$ cat config.mk
export PLATFORM = sky130hd
export DESIGN_NAME = ifetch_queue_flat
export DESIGN_NICKNAME = d
export VERILOG_FILES = /design/src/rtl/ifetch_queue_if.sv /design/src/rtl/ifetch_queue.sv /design/src/flat_wrapper.sv
export SDC_FILE = /design/constraint.sdc
export NUM_CORES = 1
export LEC_CHECK = 0
export ABC_AREA = 1
export CORE_UTILIZATION = 40
export DETAILED_ROUTE_END_ITERATION = 8
export GPL_ROUTABILITY_DRIVEN = 0
export PLACE_DENSITY_LB_ADDON = 0.15
export REMOVE_ABC_BUFFERS = 1
export SETUP_SLACK_MARGIN = 0.05
export SYNTH_ARGS = -nofsm -noshare
export SYNTH_HDL_FRONTEND = slang
export SYNTH_SLANG_ARGS = --single-unit
$ cat constraint.sdc
create_clock -name clk -period 3.95 [get_ports clk]
set_input_delay 0.9875 -clock clk [delete_from_list [all_inputs] [get_ports clk]]
set_output_delay 0.9875 -clock clk [all_outputs]
set_load 0.005 [all_outputs]
$ cat src/rtl/ifetch_queue_if.sv
// ----------------------------------------------------------------------------
// ifetch_queue_if
// Bundle of the instruction-fetch queue's bus signals.
//   im_req / im_addr          : fetch request toward instruction memory
//   im_ack / im_rdata         : memory response for the outstanding request
//   redirect / redirect_pc    : restart request from the next-PC logic
//   inst_valid/inst/inst_pc   : head of queue offered to decode
//   inst_ready                : decode accepts the head entry
// master : the fetch queue itself
// slave  : the environment (memory, next-PC logic and decode stage)
// ----------------------------------------------------------------------------
interface ifetch_queue_if;
   logic        im_req;
   logic [31:0] im_addr;
   logic        im_ack;
   logic [31:0] im_rdata;
   logic        redirect;
   logic [31:0] redirect_pc;
   logic        inst_valid;
   logic [31:0] inst;
   logic [31:0] inst_pc;
   logic        inst_ready;

   modport master (
      output im_req, im_addr, inst_valid, inst, inst_pc,
      input  im_ack, im_rdata, redirect, redirect_pc, inst_ready
   );

   modport slave (
      input  im_req, im_addr, inst_valid, inst, inst_pc,
      output im_ack, im_rdata, redirect, redirect_pc, inst_ready
   );
endinterface

$ cat src/rtl/ifetch_queue.sv
// ----------------------------------------------------------------------------
// ifetch_queue
// Instruction prefetch queue. Issues sequential word fetches (one request
// outstanding at most), buffers returned words with their PCs in a DEPTH-entry
// FIFO and offers the head to decode via valid/ready. A redirect flushes the
// queue and restarts fetching at the new target; a request already in flight
// when the redirect arrives is allowed to complete and its word is dropped.
// Ports:
//   clk : clock, all state on rising edge
//   rst : asynchronous active-low reset
//   bus : ifetch_queue_if.master (memory, redirect and decode signals)
// ----------------------------------------------------------------------------
module ifetch_queue #(
   parameter int          DEPTH    = 4,
   parameter logic [31:0] RESET_PC = 32'h0000_3000
) (
   input  logic           clk,
   input  logic           rst,
   ifetch_queue_if.master bus
);

   localparam int PTR_W = $clog2(DEPTH);
   localparam int CNT_W = PTR_W + 1;
   localparam logic [CNT_W-1:0] DEPTH_C = CNT_W'(DEPTH);

   typedef enum logic [1:0] {
      IDLE    = 2'd0,
      BUSY    = 2'd1,
      DISCARD = 2'd2
   } state_t;

   state_t             state_r, state_s;
   logic [31:0]        fetch_pc_r, fetch_pc_s;
   logic [31:0]        im_addr_r, im_addr_s;
   logic [31:0]        mem_data_r [DEPTH];
   logic [31:0]        mem_pc_r   [DEPTH];
   logic [PTR_W-1:0]   rd_ptr_r, wr_ptr_r;
   logic [CNT_W-1:0]   count_r;
   logic [CNT_W-1:0]   count_next_s;
   logic [31:0]        target_s;
   logic [31:0]        pc_inc_s;
   logic               pop_s, push_s, flush_s;

   // Decode-side handshake and helper values used by the FSM
   always_comb begin
      pop_s        = (count_r != {CNT_W{1'b0}}) & bus.inst_ready;
      target_s     = bus.redirect_pc & ~32'h0000_0003;
      pc_inc_s     = fetch_pc_r + 32'd4;
      // occupancy after a push this cycle, honouring a simultaneous pop
      count_next_s = count_r + CNT_W'(1) - {{(CNT_W-1){1'b0}}, pop_s};
   end

   // Fetch FSM: next state, next fetch address and FIFO push/flush controls
   always_comb begin
      state_s    = state_r;
      fetch_pc_s = fetch_pc_r;
      im_addr_s  = im_addr_r;
      push_s     = 1'b0;
      flush_s    = 1'b0;
      case (state_r)
         IDLE: begin
            if (bus.redirect) begin
               flush_s    = 1'b1;
               fetch_pc_s = target_s;
               im_addr_s  = target_s;
               state_s    = BUSY;
            end else if ((count_r < DEPTH_C) || pop_s) begin
               // a pop from a full queue frees a slot at this edge
               im_addr_s = fetch_pc_r;
               state_s   = BUSY;
            end else begin
               state_s = IDLE;
            end
         end
         BUSY: begin
            if (bus.redirect) begin
               flush_s    = 1'b1;
               fetch_pc_s = target_s;
               if (bus.im_ack) begin
                  im_addr_s = target_s;
                  state_s   = BUSY;
               end else begin
                  // old request still in flight; its word must be dropped
                  state_s = DISCARD;
               end
            end else if (bus.im_ack) begin
               push_s     = 1'b1;
               fetch_pc_s = pc_inc_s;
               if (count_next_s < DEPTH_C) begin
                  im_addr_s = pc_inc_s;
                  state_s   = BUSY;
               end else begin
                  state_s = IDLE;
               end
            end else begin
               state_s = BUSY;
            end
         end
         DISCARD: begin
            if (bus.redirect) begin
               flush_s    = 1'b1;
               fetch_pc_s = target_s;
               if (bus.im_ack) begin
                  im_addr_s = target_s;
                  state_s   = BUSY;
               end else begin
                  state_s = DISCARD;
               end
            end else if (bus.im_ack) begin
               im_addr_s = fetch_pc_r;
               state_s   = BUSY;
            end else begin
               state_s = DISCARD;
            end
         end
         default: begin
            state_s = IDLE;
         end
      endcase
   end

   // FSM state, fetch PC and request address registers
   always_ff @(posedge clk or negedge rst) begin
      if (!rst) begin
         state_r    <= IDLE;
         fetch_pc_r <= RESET_PC;
         im_addr_r  <= RESET_PC;
      end else begin
         state_r    <= state_s;
         fetch_pc_r <= fetch_pc_s;
         im_addr_r  <= im_addr_s;
      end
   end

   // FIFO pointers and occupancy; a flush overrides push and pop
   always_ff @(posedge clk or negedge rst) begin
      if (!rst) begin
         rd_ptr_r <= {PTR_W{1'b0}};
         wr_ptr_r <= {PTR_W{1'b0}};
         count_r  <= {CNT_W{1'b0}};
      end else if (flush_s) begin
         rd_ptr_r <= {PTR_W{1'b0}};
         wr_ptr_r <= {PTR_W{1'b0}};
         count_r  <= {CNT_W{1'b0}};
      end else begin
         if (push_s) begin
            wr_ptr_r <= wr_ptr_r + PTR_W'(1);
         end
         if (pop_s) begin
            rd_ptr_r <= rd_ptr_r + PTR_W'(1);
         end
         case ({push_s, pop_s})
            2'b10:   count_r <= count_r + CNT_W'(1);
            2'b01:   count_r <= count_r - CNT_W'(1);
            default: count_r <= count_r;
         endcase
      end
   end

   // FIFO storage: instruction word and its PC
   always_ff @(posedge clk or negedge rst) begin
      if (!rst) begin
         for (int i = 0; i < DEPTH; i++) begin
            mem_data_r[i] <= 32'h0000_0000;
            mem_pc_r[i]   <= 32'h0000_0000;
         end
      end else if (push_s && !flush_s) begin
         mem_data_r[wr_ptr_r] <= bus.im_rdata;
         mem_pc_r[wr_ptr_r]   <= fetch_pc_r;
      end
   end

   // Outputs come from registered state and storage only
   always_comb begin
      bus.im_req     = (state_r != IDLE);
      bus.im_addr    = im_addr_r;
      bus.inst_valid = (count_r != {CNT_W{1'b0}});
      if (bus.inst_valid) begin
         bus.inst    = mem_data_r[rd_ptr_r];
         bus.inst_pc = mem_pc_r[rd_ptr_r];
      end else begin
         bus.inst    = 32'h0000_0000;
         bus.inst_pc = 32'h0000_0000;
      end
   end

endmodule
$ cat src/flat_wrapper.sv
// flat-port wrapper written by rule: the top's interface ports become plain ports
module ifetch_queue_flat 
#(
   parameter int          DEPTH    = 4,
   parameter logic [31:0] RESET_PC = 32'h0000_3000
)
  (clk, rst, bus_im_req, bus_im_addr, bus_inst_valid, bus_inst, bus_inst_pc, bus_im_ack, bus_im_rdata, bus_redirect, bus_redirect_pc, bus_inst_ready);
  ifetch_queue_if bus_i ();
  input  logic clk;
  input  logic rst;
  output wire logic [$bits(bus_i.im_req)-1:0] bus_im_req;
  output wire logic [$bits(bus_i.im_addr)-1:0] bus_im_addr;
  output wire logic [$bits(bus_i.inst_valid)-1:0] bus_inst_valid;
  output wire logic [$bits(bus_i.inst)-1:0] bus_inst;
  output wire logic [$bits(bus_i.inst_pc)-1:0] bus_inst_pc;
  input wire logic [$bits(bus_i.im_ack)-1:0] bus_im_ack;
  input wire logic [$bits(bus_i.im_rdata)-1:0] bus_im_rdata;
  input wire logic [$bits(bus_i.redirect)-1:0] bus_redirect;
  input wire logic [$bits(bus_i.redirect_pc)-1:0] bus_redirect_pc;
  input wire logic [$bits(bus_i.inst_ready)-1:0] bus_inst_ready;
  assign bus_im_req = bus_i.im_req;
  assign bus_im_addr = bus_i.im_addr;
  assign bus_inst_valid = bus_i.inst_valid;
  assign bus_inst = bus_i.inst;
  assign bus_inst_pc = bus_i.inst_pc;
  assign bus_i.im_ack = bus_im_ack;
  assign bus_i.im_rdata = bus_im_rdata;
  assign bus_i.redirect = bus_redirect;
  assign bus_i.redirect_pc = bus_redirect_pc;
  assign bus_i.inst_ready = bus_inst_ready;
  ifetch_queue #(.DEPTH(DEPTH), .RESET_PC(RESET_PC)) u_core (.clk(clk), .rst(rst), .bus(bus_i));
endmodule
Yosys cells after proc, flatten, opt, wreduce, memory -nomap -nowiden
Cells that the tools add are included.

cells by class
  mux-type cells = 43
  add/sub/neg operators = 6
  $mul = 0
  bitwise gates (word level) = 3
  reductions and logical operators = 16
  equality and inequality tests = 9
  divide/modulo/power cells = 0
  shifts and indexed selects = 0
  magnitude comparators = 5

operators with widths
  operator               number
  $mux 32                18
  $bwmux 128             2
  $bmux 32 s2            2
  $pmux 32 s3            1
  $demux 32 s2           1
  $pmux 32 s2            1
  $add 32x3->32 const B  1
  $mux 2                 7
  $reduce_bool 3->1      3
  $mux 1                 8
  $reduce_bool 2->1      4
  $ge 3x3->1 const B     2
  $lt 3x3->1 const B     2
  $ne 3x2->1 const B     2
  $ne 3x3->1 const B     2
  $not 2->3              2
  $pmux 2 s3             1
  $pmux 3 s2             1
  $reduce_and 5->1       1
  $add 2x1->2 const B    2
  $eq 2x1->1 const B     2
  $eq 2x2->1 const B     2
  $add 3x1->3 const B    1
  $lt 3x1->1 const B     1
  12 further kinds       13

storage, ports and cells
  RAM bits = 0
  latch bits = 0
  memory bits (read-only) = 0
  logic and storage cells = 96
  input bits = 69
  output and inout bits = 98
  memories = 0
  register bits after elaboration = 329

Depth between registers and ports, before layout
  depth in word-level cells = 8
  depth in mapped cells = 13
  depth with buffers taken out = 13

Worst setup path after synthesis
No wires, ideal clock.

  kind = reg2out
  from = register u_core.rd_ptr_r[0]
  to = output port bus_inst[0]
  required time = 2.963 ns
  setup slack = 1.597 ns
  data arrival time = 1.366 ns
  cell stages (with the launch flop) = 7
  buffers on the path = 3
  path through = dfrtp_1 > clkbuf_1 > inv_2 > clkbuf_1 > clkbuf_1 > o21ai_0 > a21oi_1

between the ends
  longest elaborated chain between the ends = 5

ends and longest elaborated chain
  what                                        RTL line             text
  from (decl)                                 ifetch_queue.sv:37   logic [PTR_W-1:0] rd_ptr_r, wr_ptr_r;
  from (signal assigned)                      ifetch_queue.sv:138  rd_ptr_r <= {PTR_W{1'b0}};
  from (signal assigned)                      ifetch_queue.sv:142  rd_ptr_r <= {PTR_W{1'b0}};
  from (signal assigned)                      ifetch_queue.sv:150  rd_ptr_r <= rd_ptr_r + PTR_W'(1);
  $not 2->3 (implied by the code)             ifetch_queue.sv:179  bus.inst = mem_data_r[rd_ptr_r];
  $bmux 32 s2                                 ifetch_queue.sv:179
  $mux 32 (implied by the code) (2 in a row)  ifetch_queue.sv:179
  $mux 32                                     ifetch_queue.sv:178  if (bus.inst_valid) begin
  to (decl)                                   flat_wrapper.sv:14   output wire logic [$bits(bus_i.inst)-1:0] bus_inst;

No other way between the ends. The select of a mux whose other input is x is not followed.

Worst setup path in the final report
  from = register u_core.rd_ptr_r[0]
  to = output port bus_inst_pc[21]

between the ends
  longest elaborated chain between the ends = 5

ends and longest elaborated chain
  what                                        RTL line             text
  $not 2->3 (implied by the code)             ifetch_queue.sv:180  bus.inst_pc = mem_pc_r[rd_ptr_r];
  $bmux 32 s2                                 ifetch_queue.sv:180
  $mux 32 (implied by the code) (2 in a row)  ifetch_queue.sv:180
  $mux 32                                     ifetch_queue.sv:178
  to (decl)                                   flat_wrapper.sv:15   output wire logic [$bits(bus_i.inst_pc)-1:0] bus_inst_pc;

No other way between the ends. The select of a mux whose other input is x is not followed.

==> results.sh <==
export IMPL_rr_worst_depth=11
export IMPL_ioPinCount=167
export IMPL_postRouteAntennaNets=0
export IMPL_worstSetupPathType="flip-flop to output port"
export IMPL_crit_arrival_ns=2.66
export IMPL_p_leak_nw=9.12
export IMPL_drt_iter0_drc=1368
export IMPL_grt_usage=0.243
export IMPL_grt_overflow=0
export IMPL_finalSetupTns_ns=0
export IMPL_ir_worst_vdd_uv=418
export IMPL_drv_slew=0
export IMPL_path_buf_inv=2
export IMPL_crit_fanout=70
export IMPL_die_h_um=205
export IMPL_grt_max_degree=93
export IMPL_cp_slowest_cell="dfrtp_4"
export IMPL_cts_root_buffer="clkbuf_16"
export IMPL_synth_seq_cells=319
export IMPL_std_cell_rows=73
export IMPL_start_util=0.409
export IMPL_yosysUniqueCellTypes=33
export IMPL_setup_viol=0
export IMPL_crit_chain="buf_12 > nor2_1 > nor2_1 > o21ai_0 > a21oi_1 > clkdlybuf4s50_1"
export IMPL_finClkSkew_ns=0.0181
export IMPL_drive_gt1_frac=0.0508
export IMPL_required_ns=2.96
export IMPL_postSynth_asyncResetShare=1.00
export IMPL_yosys_warnings=0
export IMPL_final_hold_violation_count=0
export IMPL_end_kind="output port"
export IMPL_grt_pass1_vias=14600
export IMPL_cts_sinks=319
export IMPL_critPathMaxStageDelay_ns=0.65
export IMPL_synth_avg_cell_area_sq_um=7.46
export IMPL_post_route_period_util=0.923
export IMPL_worst_pin_slew_ns=1.06
export IMPL_min_path_type="input port to async pin"
export IMPL_start_kind="flip-flop"
export IMPL_numCtsBuffers=37
export IMPL_io_buffers=162
export IMPL_htree_num_levels=2
export IMPL_r2r_start="u_core.state_r[0]"
export IMPL_synth_edff_count=0
export IMPL_cap_violations=0
export IMPL_routedWlPerCell_um=17.5
export IMPL_ys_flop_type="dfrtp_1"
export IMPL_cts_tree="done"
export IMPL_via_per_inst=5.38
export IMPL_max_freq_mhz=274
export IMPL_grt_pass1_wl_mm=80.6
export IMPL_crit_start="u_core.rd_ptr_r[0]"
export IMPL_coreArea_sq_um=40100
export IMPL_p_per_area_nw_per_um2=813
export IMPL_clock_latency_ns=0.53
export IMPL_n_fill_cell=3940
export IMPL_cts_buffer_depth=3
export IMPL_ctsHoldBuffers=0
export IMPL_netlist_area_sq_um=16400
export IMPL_final_nets=2378
export IMPL_slew_headroom=0.291
export IMPL_drt_total_wl_mm=49.7
export IMPL_grt_antenna_before_repair=0
export IMPL_place_area_sq_um=18600
export IMPL_period_minus_slack_ns=3.65
export IMPL_drc=0
export IMPL_cpLargestDelayFamily="buffers and inverters"
export IMPL_stdcell_area_sq_um=19700
export IMPL_vias=15300
export IMPL_rsz0062_at_grt="no"
export IMPL_status="complete, no violations"
export IMPL_die_x_um=205
export IMPL_die_area_sq_um=41800
export IMPL_synth_cells=2199
export IMPL_dr_pass1_iters=5
export IMPL_critPathMostFrequentCell="nor2_1"
export IMPL_clkSlewWorstSetupHoldPaths_ns=0.06
export IMPL_syn_to_final_growth_pct=20.3
export IMPL_synth_seq_area_share=0.487
export IMPL_num_antenna_cells=0
export IMPL_dp_hpwl_mm=31.8
export IMPL_cp_depth=6
state kept, by name (all words and copies together), names as in the netlist:
name                flops
u_core.count_r          3
u_core.rd_ptr_r         2
u_core.mem_data_r     128
u_core.bus.im_addr     32
u_core.state_r          2
u_core.fetch_pc_r      30
u_core.wr_ptr_r         2
u_core.mem_pc_r       120
worst paths after layout:
check,slack [ns],endpoint
setup / recovery,0.30,bus_inst_pc[21]
hold / removal,0.45,u_core.mem_data_r[123]
setup reg to reg,1.12,u_core.fetch_pc_r[2]
hold reg to reg,0.48,u_core.mem_pc_r[89]
max in group asynchronous,2.54,u_core.rd_ptr_r[1]
min in group clk,0.48,u_core.mem_pc_r[89]
layout by cell type (no fill, tap or decap), types with 13 or more instances in the layout:
master and instances:
o21ai_0 442, nand2_1 517, a211oi_1 14, buf_4 27
clkdlybuf4s50_1 160, buf_12 13, nand3_1 61, nor2_1 341
ha_1 13, clkbuf_1 13, clkbuf_16 39, dfrtp_1 313
o22ai_1 14, inv_1 117, a21oi_1 126, a22oi_1 23
synthesized netlist by cell type (8+ instances only):
master | n | area share
o21ai_0 | 442 | 0.13
a22oi_1 | 23 | 0.011
a211oi_1 | 14 | 0.0064
clkbuf_1 | 85 | 0.019
dfrtp_1 | 315 | 0.48
o211ai_1 | 9 | 0.0041
nand4_1 | 12 | 0.0046
o22ai_1 | 14 | 0.0053
nand2_1 | 519 | 0.12
nand3_1 | 61 | 0.019
a21oi_1 | 126 | 0.038
o21ai_1 | 12 | 0.0037
ha_1 | 13 | 0.0099
buf_2 | 47 | 0.014
nor2_1 | 341 | 0.078
inv_1 | 117 | 0.027
xor2_1 | 8 | 0.0043
power by group:
part / leakage [nW] / switching, mW / internal, mW
Clock: 0.584 / 1.33 / 2.05
Sequential: 4.10 / 0.905 / 4.56
Combinational: 4.43 / 4.25 / 2.94
Total: 9.12 / 6.49 / 9.55
timing repair:
action | in CTS | in global routing
setup buffers | 0 | 0
setup endpoints to repair | 45 | 5
gates cloned | 0 | 0
gates resized for setup | 1 | 2
cell type report:
class,count,area [sq um],share of cell area
inverters,125,474,0.0240
well taps,525,657,0.0333
flip-flops and latches,319,8000,0.405
clock buffers,58,1110,0.0561
repair buffers,202,2080,0.106
multi-input cells,1611,7340,0.372
clock inverters,6,83.8,0.00425
per-layer routing:
layer / up-vias / wire length [um] / GRT usage
met5: - / 0 / 0
met4: 0 / 1220 / 0.0730
met3: 82 / 3320 / 0.0374
met1: 7290 / 22600 / 0.342
li1: 7417 / - / -
met2: 530 / 22600 / 0.383
cell families after synthesis:
family	after synthesis	share of synthesized area
simple gates	941	0.224
compound gates	646	0.206
flops	319	0.487
buf+inv	270	0.0678
fa+ha+maj	13	0.00991
xor+xnor	9	0.00480
other cells	1	0.000229
per-stage QoR:
stage	power, mW	instances	util	hold slack (ns)	worst slack (ns)
2_1_floorplan	9.43	2055	-	0.448	-0.868
3_3_place_gp	12.5	2782	0.463	0.460	0.485
3_5_place_dp	12.7	2782	0.463	0.468	0.484
4_1_cts	16.2	2846	0.492	0.456	0.102
5_1_grt	17.4	2846	0.492	0.481	0.140
6_report	16.0	2846	0.492	0.453	0.302
(Power assumes the default switching activity.)
